$ cat config.mk
export PLATFORM = sky130hd
export DESIGN_NAME = pam4_tx_mapper
export DESIGN_NICKNAME = d
export VERILOG_FILES = /design/src/rtl/pam4_pkg.sv /design/src/rtl/pam4_symbol_map.sv /design/src/rtl/pam4_tx_mapper.sv
export SDC_FILE = /design/constraint.sdc
export NUM_CORES = 1
export LEC_CHECK = 0
export BUFFER_PORTS_ARGS = -buffer_cell sky130_fd_sc_hd__buf_4
export CORE_MARGIN = 10
export CORE_UTILIZATION = 40
export CTS_CLUSTER_SIZE = 25
export DETAILED_ROUTE_END_ITERATION = 16
export GPL_ROUTABILITY_DRIVEN = 0
export HOLD_SLACK_MARGIN = 0.12
export PLACE_DENSITY = 0.79
export REMOVE_ABC_BUFFERS = 1
export SYNTH_ARGS = -nofsm -noshare
export SYNTH_HDL_FRONTEND = slang
export SYNTH_SLANG_ARGS = --single-unit
$ cat constraint.sdc
create_clock -name clk -period 1.9 [get_ports clk]
set_clock_uncertainty 0.15 [all_clocks]
set_input_delay 0.19 -clock clk [delete_from_list [all_inputs] [get_ports clk]]
set_output_delay 0.19 -clock clk [all_outputs]
set_load 0.05 [all_outputs]
$ cat src/rtl/pam4_pkg.sv
// rtl/pam4_pkg.sv - shared PAM4 types, Gray decode and level helper
package pam4_pkg;

   localparam int LEVEL_COUNT = 4;

   typedef enum logic {
      IDLE = 1'b0,
      SEND = 1'b1
   } state_t;

   function automatic logic [1:0] gray2idx(input logic [1:0] pair);
      logic [1:0] idx;
      case (pair)
         2'b00:   idx = 2'd0;
         2'b01:   idx = 2'd1;
         2'b11:   idx = 2'd2;
         default: idx = 2'd3;
      endcase
      return idx;
   endfunction

   // (2*idx-3)*S/2; the caller truncates to its own output width
   function automatic longint idx2level(input logic [1:0] idx, input int s);
      longint v;
      v = ((2 * longint'(idx) - 3) * longint'(s)) / 2;
      return v;
   endfunction

endpackage

$ cat src/rtl/pam4_symbol_map.sv
// rtl/pam4_symbol_map.sv - combinational Gray pair to signed PAM4 level
// PAM4_PRECODE_EN adds the 1/(1+D) mod-4 precoder state ports.
module pam4_symbol_map
   import pam4_pkg::*;
#(
   parameter int SYMBOL_SEPERATION = 56,
   parameter int OUT_WIDTH         = 40
) (
   input  logic [1:0]                  pair,
`ifdef PAM4_PRECODE_EN
   input  logic [1:0]                  p_prev,
   output logic [1:0]                  p_next,
`endif
   output logic signed [OUT_WIDTH-1:0] level
);

   logic [1:0]         idx;
   logic [1:0]         map_idx;
   logic signed [63:0] lvl64;

   always_comb begin
      idx = gray2idx(pair);
`ifdef PAM4_PRECODE_EN
      // 2-bit subtraction wraps, giving the mod-4 result directly
      map_idx = idx - p_prev;
      p_next  = map_idx;
`else
      map_idx = idx;
`endif
      lvl64 = idx2level(map_idx, SYMBOL_SEPERATION);
      level = lvl64[OUT_WIDTH-1:0];
   end

endmodule

$ cat src/rtl/pam4_tx_mapper.sv
// rtl/pam4_tx_mapper.sv - serialize words into Gray-coded PAM4 symbols
// PAM4_PRECODE_EN enables the mod-4 precoder register.
module pam4_tx_mapper
   import pam4_pkg::*;
#(
   parameter int SYMBOL_SEPERATION = 56,
   parameter int DATA_WIDTH        = 8,
   parameter int OUT_WIDTH         = 40
) (
   input  logic                        clk,
   input  logic                        rst,
   input  logic [DATA_WIDTH-1:0]       data_in,
   input  logic                        d_valid,
   output logic                        d_ready,
   input  logic                        sym_en,
   output logic signed [OUT_WIDTH-1:0] symbol,
   output logic                        s_valid,
   output logic                        busy,
   output logic                        underrun
);

   localparam int SYMS_PER_WORD = DATA_WIDTH / 2;
   localparam int CNT_W = (SYMS_PER_WORD > 1) ? $clog2(SYMS_PER_WORD) : 1;
   localparam logic [CNT_W-1:0] LAST_CNT = CNT_W'(SYMS_PER_WORD - 1);

   state_t                      state, next_state;
   logic [DATA_WIDTH-1:0]       shreg;
   logic [CNT_W-1:0]            cnt;
   logic                        last_pair;
   logic                        load;
   logic                        emit;
   logic signed [OUT_WIDTH-1:0] level;
`ifdef PAM4_PRECODE_EN
   logic [1:0]                  p_reg;
   logic [1:0]                  p_next;
`endif

   pam4_symbol_map #(
      .SYMBOL_SEPERATION(SYMBOL_SEPERATION),
      .OUT_WIDTH        (OUT_WIDTH)
   ) u_map (
      .pair  (shreg[DATA_WIDTH-1 -: 2]),
`ifdef PAM4_PRECODE_EN
      .p_prev(p_reg),
      .p_next(p_next),
`endif
      .level (level)
   );

   assign emit      = (state == SEND) && sym_en;
   assign last_pair = emit && (cnt == LAST_CNT);
   assign d_ready   = (state == IDLE) || last_pair;
   assign load      = d_valid && d_ready;
   assign busy      = (state == SEND);

   always_comb begin
      next_state = state;
      case (state)
         IDLE:    if (d_valid) next_state = SEND;
         SEND:    if (last_pair) next_state = d_valid ? SEND : IDLE;
         default: next_state = IDLE;
      endcase
   end

   always_ff @(posedge clk) begin
      if (rst) begin
         state    <= IDLE;
         shreg    <= '0;
         cnt      <= '0;
         symbol   <= '0;
         s_valid  <= 1'b0;
         underrun <= 1'b0;
`ifdef PAM4_PRECODE_EN
         p_reg    <= 2'b00;
`endif
      end else begin
         state   <= next_state;
         s_valid <= 1'b0;
         if (emit) begin
            symbol  <= level;
            s_valid <= 1'b1;
            shreg   <= {shreg[DATA_WIDTH-3:0], 2'b00};
            cnt     <= last_pair ? '0 : cnt + 1'b1;
`ifdef PAM4_PRECODE_EN
            p_reg   <= p_next;
`endif
         end
         if ((state == IDLE) && sym_en) begin
            symbol   <= '0;
            underrun <= 1'b1;
         end
         // A load on the last-pair edge overrides the shift for gapless words
         if (load) begin
            shreg <= data_in;
            cnt   <= '0;
         end
      end
   end

endmodule

* Word-level counts from Yosys, hierarchy flattened
Cells that the tools add are included. W data, S select, Z words.
Operators by class: $mul 1, equal/unequal tests 3, muxes and demuxes 8, add/subtract/negate cells 2, reduce and logical (&&, ||, !) cells 9, div/mod/pow operators 0, order comparisons 0, shift operators 0, bitwise operators 1
Operators with widths (number):
- $mul A64 B4 Y38 const B | 1
- $mux W8 | 2
- $pmux W2 S3 | 1
- $eq A2 B2 Y1 const B | 2
- $logic_and A1 B1 Y1 | 4
- $reduce_or A2 Y1 | 2
- $sub A3 B2 Y4 const B | 1
- $mux W1 | 3
- $add A2 B1 Y2 const B | 1
- $eq A2 B1 Y1 const B | 1
- $logic_not A2 Y1 | 1
- $mux W2 | 1
- $pmux W1 S2 | 1
- $reduce_bool A2 Y1 | 1
- $logic_or A1 B1 Y1 | 1
- $not A1 Y1 | 1
Storage, ports and cells: ROM bits 0, output and inout port bits 44, latch bits 0, memories 0, bits of input ports 12, bits in writable memories 0, register bits after elaboration 51

* Logic depth before layout (Yosys ltp)
Gate-level depths: netlist of the first run.
depth after elaboration 5, depth in mapped cells 6, mapped depth without buffers 4

* By module
Synthesis of the first run repeated with hierarchy kept, for this count alone.
Unflattened totals: cells, all modules 285, area total of the unflattened synthesis 2438.6 um^2
Modules (own cells, without submodules):
- pam4_tx_mapper | area each 2118.3 um^2, cells each 241, instances 1
- pam4_symbol_map | area each 320.3 um^2, cells each 44, instances 1

* Worst setup path before layout of the first run
OpenSTA, ideal clock, no wires.
path type register to output, start reg symbol[30] (netlist name), end out symbol[10], required time 1560 ps, stages on the path, launching flop included 2, data arrival time 1499 ps, slack 61 ps, cells stage by stage dfxtp_1 buf_4
RTL lines:
- to (decl) | line pam4_tx_mapper.sv:16 | output logic signed [OUT_WIDTH-1:0] symbol,

* Worst setup path after layout of the first run
start in sym_en, end out d_ready
Between the ends: longest elaborated chain between the ends 3
RTL lines:
- from (decl) | line pam4_tx_mapper.sv:15 | input logic sym_en,
- $logic_and A1 B1 Y1 | line pam4_tx_mapper.sv:50 | assign emit = (state == SEND) && sym_en;
- $logic_and A1 B1 Y1 | line pam4_tx_mapper.sv:51 | assign last_pair = emit && (cnt == LAST_CNT);
- $logic_or A1 B1 Y1 | line pam4_tx_mapper.sv:52 | assign d_ready = (state == IDLE) || last_pair;
- to (decl) | line pam4_tx_mapper.sv:14 | output logic d_ready,
No other way between the ends.

==> flow_summary_export.csv, run 1 <==
group,metric,value,unit
outcome,status,"complete, no violations",
timing,rsz0062_at_grt,"false",
routing,vias,871,
cells_and_area,fin_util,53.4,%
timing,final.period_utilization,95.6,%
timing,max_freq,550,MHz
yosys,synth_top_family_by_area,"buffers and inverters",
timing,fin_setup_tns,0,ns
floorplanning,io-pin-count,56,
clock_tree,cts_buffers,3,
floorplanning,die_h,71.7,um
worst_setup_path,cp.required,1.56,ns
placed_design,dpl-instance-area,1210,um2
worst_setup_path,cp-end-kind,"output pin",
pwr,p_total,968,uW
clock_tree,clkLatencyLatePin,0.29,ns
routing,drt_first_pass_iters,4,
routing,remaining_drc_errors,0,
yosys,synth.mux.area_fraction,1.87,%
routing,post_drt_via_cell_ratio,4.87,
clock_tree,ctsResizeCount,0,
routing,drt-initial-drc-count,27,
global_route,grt-ovfl-total,0,
global_route,grt_use_total,9.24,%
clock_tree,clkTransAtPathRegs,0.10,ns
floorplanning,initial_core_util,42.4,%
clock_tree,clk_root_buffer_cell,"clkbuf_4",
pwr,peakVddDrop,494,uV
yosys,ys_seq_area_share,33.7,%
yosys,synth_xor_area_share,0,%
yosys,synth-simple-area-share,11.2,%
global_route,grt_max_degree,35,
yosys,yosys.area.top_type_share,33.7,%
worst_setup_path,path_max_fanout,17,
routing,wirelength,2530,um
worst_setup_path,cp-start-kind,"input port",
yosys,synth_area_per_cell,8.77,um2
floorplanning,die_area,5140,um2
yosys,async_flop_share,0,%
cells_and_area,final_nets,166,
timing,post-route-min-period,1.82,ns
placed_design,dp_hpwl,1970,um
yosys,synth_edf_count,0,
yosys,synth_compound_area_share,16.8,%
yosys,synth_fa_ha_area_share,3.51,%
clock_tree,numClockSinks,18,
yosys,ys_types,26,
routing,wl_per_cell,14.1,um
yosys,netlist_area,1070,um2
yosys,synthTopCellsByArea,"dfxtp_1 34%, buf_4 25%, a221oi_1 4.9%",
yosys,synth_largest_area_cell,"dfxtp_1",
floorplanning,die_w,71.7,um
cells_and_area,n_antenna_cell,0,
placed_design,port_buffers,53,
pwr,power_leakage,0.689,nW
global_route,antenna_found_initial,0,
yosys,yosys_warnings,0,
timing,finalSetupViolations,0,
global_route,grt_pass1_wl,4040,um
worst_setup_path,critPathArrivalTime,1.48,ns
clock_tree,clockBufferDepth,2,
run,maxCapViolCount,0,
cells_and_area,drive_gt1_share,39.6,%
timing,drv_slew,0,
cells_and_area,syn_to_final_growth,25.8,%
placed_design,place_inst,165,
worst_setup_path,regToRegSetupSlack,0.32,ns
clock_tree,cts_tree,"done",
cells_and_area,design_area,1350,um2
timing,finalHoldViolations,0,
clock_tree,htree_levels,1,
yosys,netlist_instances,122,
cells_and_area,fin_cells,179,
yosys,ys_ff_latch,18,
floorplanning,core_region_area,2520,um2
yosys,ys.flop_type,"dfxtp_1",
worst_hold_path,hold_class,"reg -> reg",
cells_and_area,fillers,224,
floorplanning,num_rows,18,
yosys,synth.top_cells.by_count,"35 x buf_4, 18 x dfxtp_1, 10 x inv_1",
pwr,p_per_area,719,nW/um2
yosys,synth_most_common_cell,"buf_4",
worst_setup_path,critPathKind,"in -> out",
global_route,grt_pass1_vias,839,
routing,drt.antenna.violating_nets,0,
==> sequential cells by signal, indices dropped and copies added (netlist names) <==
name	cells
underrun	1
shreg	8
s_valid	1
cnt	2
busy	1
symbol	5
==> where the power goes <==
group / leakage [nW] / internal [mW] / switching, mW
registers: 0.148 / 0.400 / 0.0140
logic: 0.527 / 0.121 / 0.249
clock network: 0.0138 / 0.0736 / 0.110
total: 0.689 / 0.594 / 0.374
==> cell families after synthesis <==
logic type / after synthesis
AOI/OAI and AO/OA: 24
and+or+nand+nor: 21
adders and majority gates: 3
muxes: 2
DFF: 18
other: 1
buffers and inverters: 53
==> worst paths after layout <==
path / start / endpoint / depth (start not counted)
setup / recovery: sym_en / d_ready / 4
setup reg to reg: cnt[0] / shreg[3] / 4
hold reg to reg: symbol[6] / symbol[6] / 2
hold / removal: symbol[6] / symbol[6] / 2
==> worst max-delay path, stage by stage <==
cell and delay (ns):
dlygate4sd3_1 0.52, buf_4 0.18, a21bo_1 0.31, buf_4 0.26
==> cell type report <==
type | instances | area [um2] | share of cell area [%]
Sequential cell | 18 | 360 | 26.8
Clock buffer | 3 | 22.5 | 1.67
Inverter | 10 | 37.5 | 2.79
Timing Repair Buffer | 66 | 523 | 38.8
Multi-Input combinational cell | 52 | 365 | 27.1
Tap cell | 30 | 37.5 | 2.79
==> through the flow <==
stage / hold slack, ns / setup WS [ns]
after floorplan: 0.109 / -10.26
after global placement: 0.261 / 0.401
after detailed placement: 0.264 / 0.359
after CTS: 0.331 / 0.0882
after global routing: 0.362 / 0.0186
final: 0.328 / 0.0832
==> cells in the final DEF (no fill, tap or decap) <==
master,Yosys,routed
nand3b_1,1,1
nor3_1,2,2
a221oi_1,6,6
nor3b_1,1,1
dlygate4sd3_1,0,11
a211oi_1,6,6
clkbuf_4,0,3
o32a_1,1,1
inv_1,10,10
buf_4,35,55
and2_4,1,1
dfxtp_1,18,18
a21bo_1,1,1
conb_1,1,2
mux2i_1,2,2
a21oi_1,7,7
nand2_1,1,1
ha_1,3,3
nor2_1,4,4
nand3_1,1,1
a32o_1,2,2
and3_1,6,6
nand2b_1,4,4
o211ai_1,1,1
==> metal layers <==
layer / track usage [%] / wire [um]
met1: 10.1 / 1110
met4: 3.23 / 29
met3: 5.65 / 411
met5: 0 / 0
met2: 14.3 / 974
==> what timing repair did <==
action                                 4_1_cts  5_1_grt
setup endpoints to repair                    0        0
endpoints found under the hold margin       18        0
buffers inserted                             0        0
hold buffers                                11        0
Note: power is estimated with default switching activity, not from simulation.
==> run 2, diff against run 1 <==
--- a/config.mk
+++ b/config.mk
@@ -6,13 +6,15 @@
 export NUM_CORES = 1
 export LEC_CHECK = 0
 export BUFFER_PORTS_ARGS = -buffer_cell sky130_fd_sc_hd__buf_4
+export CELL_PAD_IN_SITES_DETAIL_PLACEMENT = 1
+export CELL_PAD_IN_SITES_GLOBAL_PLACEMENT = 2
 export CORE_MARGIN = 10
-export CORE_UTILIZATION = 40
+export CORE_UTILIZATION = 24
 export CTS_CLUSTER_SIZE = 25
 export DETAILED_ROUTE_END_ITERATION = 16
-export GPL_ROUTABILITY_DRIVEN = 0
+export GPL_ROUTABILITY_DRIVEN = 1
 export HOLD_SLACK_MARGIN = 0.12
-export PLACE_DENSITY = 0.79
+export PLACE_DENSITY = 0.85
 export REMOVE_ABC_BUFFERS = 1
 export SYNTH_ARGS = -nofsm -noshare
 export SYNTH_HDL_FRONTEND = slang
==> run 2 against run 1 <==
Flip-flop and latch count unchanged. Final area grew 3.7%. Register-to-register slack better by 0.03 ns. Total power increased by 13%. Critical path type is now reg -> out. Worst hold slack lost 0.18 ns. Global-route usage shrank 2.1 points. First-iteration DRC count shrank 37%. Clock-buffer cell count increased by 1.
==> flow_summary_export.csv, run 2 (synthesis results as in run 1) <==
group,metric,value,unit
outcome,status,"complete, no violations",
clock_tree,htree_levels,1,
routing,wl_per_cell,13.8,um
worst_setup_path,critPathSlowestCell,"dfxtp_1",
floorplanning,die_area,7530,um2
timing,max_freq,591,MHz
clock_tree,numClockSinks,18,
cells_and_area,layout_commonest_cell,"buf_4",
global_route,grt_pass1_wl,4550,um
worst_setup_path,critPathArrivalTime,1.35,ns
cells_and_area,n_antenna_cell,0,
cells_and_area,syn_to_final_growth,30.5,%
clock_tree,cts_buffers,3,
routing,post_drt_via_cell_ratio,4.47,
placed_design,dp_hpwl,2190,um
clock_tree,cts_tree,"done",
routing,drt-initial-drc-count,17,
global_route,grt_use_total,7.13,%
floorplanning,die_w,86.8,um
routing,drt_first_pass_iters,4,
global_route,grt_max_degree,35,
pwr,peakVddDrop,233,uV
worst_setup_path,critPathKind,"reg -> out",
worst_hold_path,hold_class,"in -> reg",
routing,wirelength,2770,um
worst_hold_path,holdPathEnd,"symbol[6]",
routing,vias,898,
clock_tree,clk_root_buffer_cell,"clkbuf_8",
worst_setup_path,cp.required,1.56,ns
cells_and_area,fin_cells,201,
clock_tree,clkTransAtPathRegs,0.07,ns
timing,worst_slack,0.209,ns
worst_hold_path,holdPathStages,3,
cells_and_area,largest_reg_flops,8,
timing,slew_headroom,66.6,%
worst_setup_path,path_max_fanout,10,
timing,post-route-min-period,1.69,ns
worst_setup_path,rr_endpoint,"shreg[2]",
worst_setup_path,cp-start-kind,"flip-flop",
timing,rsz0062_at_grt,"false",
clock_tree,ctsResizeCount,0,
worst_setup_path,cp-end-kind,"output pin",
floorplanning,die_h,86.8,um
placed_design,port_buffers,53,
cells_and_area,design_area,1400,um2
global_route,grt_pass1_vias,956,
timing,final.period_utilization,89.0,%
timing,finalHoldViolations,0,
routing,drt.antenna.violating_nets,0,
worst_setup_path,critical-path-max-stage-delay,0.36,ns
floorplanning,core_region_area,4320,um2
timing,holdWs,0.148,ns
cells_and_area,drive_gt1_share,40.3,%
clock_tree,clockBufferDepth,2,
worst_setup_path,reg2reg_depth,4,
cells_and_area,reg.largest.list,"shreg x8, symbol x5, cnt x2",
floorplanning,initial_core_util,24.7,%
placed_design,post-place-ws,0.376,ns
floorplanning,io-pin-count,56,
worst_setup_path,r2r_start,"cnt[0]",
placed_design,dpl-instance-area,1240,um2
routing,remaining_drc_errors,0,
run,maxCapViolCount,0,
cells_and_area,most-common-layout-cells,"55 x buf_4, 18 x dfxtp_1, 10 x inv_1, 10 x dlygate4sd3_1, 7 x a21oi_1",
placed_design,place_congestion,0.784,
clock_tree,post_cts_buffers,0,
clock_tree,clkLatencyLatePin,0.25,ns
timing,finalSetupViolations,0,
worst_hold_path,holdCritStartpoint,"sym_en",
placed_design,place_inst,187,
cells_and_area,regMostFlops,"shreg",
timing,worst_slew_pin_slew,0.500,ns
pwr,power_leakage,0.699,nW
timing,drv_slew,0,
cells_and_area,final_nets,165,
worst_setup_path,crit_chain,"ha_1 > a21bo_1 > buf_4",
pwr,p_per_area,786,nW/um2
global_route,antenna_found_initial,0,
worst_setup_path,regToRegSetupSlack,0.35,ns
global_route,grt-ovfl-total,0,
floorplanning,num_rows,24,
==> run 2: how the worst max path moves through the flow <==
stage	startpoint	to	slack, ns	cells past startpoint
after floorplan	symbol[30]	symbol[30]	-10.26	3
after global placement	cnt[0]	shreg[5]	0.45	4
after detailed placement	cnt[0]	shreg[2]	0.38	4
after CTS	cnt[0]	d_ready	0.21	3
after global routing	cnt[0]	d_ready	0.14	3
final	cnt[0]	d_ready	0.21	3
==> run 2: metal layers <==
layer,track usage [%],vias to the layer above,share of wire [%]
li1,-,430,-
met2,10.8,57,40
met3,4.60,2,18
met5,0,-,0
met1,8.14,409,42
met4,1.77,0,0.54
==> run 2: area by class of cell <==
cell class | instances | area, um2
Multi-Input combinational cell | 52 | 365
Timing Repair Buffer | 65 | 513
Fill cell | 536 | 2930
Inverter | 10 | 37.5
Clock buffer | 4 | 55.1
Tap cell | 52 | 65.1
Sequential cell | 18 | 360
==> run 2: what timing repair did <==
| item | 4_1_cts | 5_1_grt |
|---|---|---|
| hold buffers | 10 | 0 |
| setup endpoints to repair | 0 | 0 |
| endpoints found under the hold margin | 18 | 0 |
==> run 2: report_power, final <==
part | internal [mW] | leakage [nW] | switching (mW)
registers | 0.400 | 0.148 | 0.0136
logic | 0.120 | 0.523 | 0.252
clock network | 0.184 | 0.0288 | 0.128
==> run 2: stage by stage <==
step                      utilization, %  power (mW)  setup TNS [ns]
after floorplan                        -       0.655         -339.74
final                               32.3        1.10               0
after CTS                           32.3        1.11               0
after global routing                32.3        1.16               0
after global placement              28.7       0.774               0
after detailed placement            28.7       0.780               0
==> run 2: worst max-delay path: cells and delay by family, from the launching register on <==
kind,cells,cell delay (ns)
flip-flops,1,0.36
adder cells (fa/ha/maj),1,0.18
buffers and inverters,1,0.27
AO/OA/AOI/OAI,1,0.29
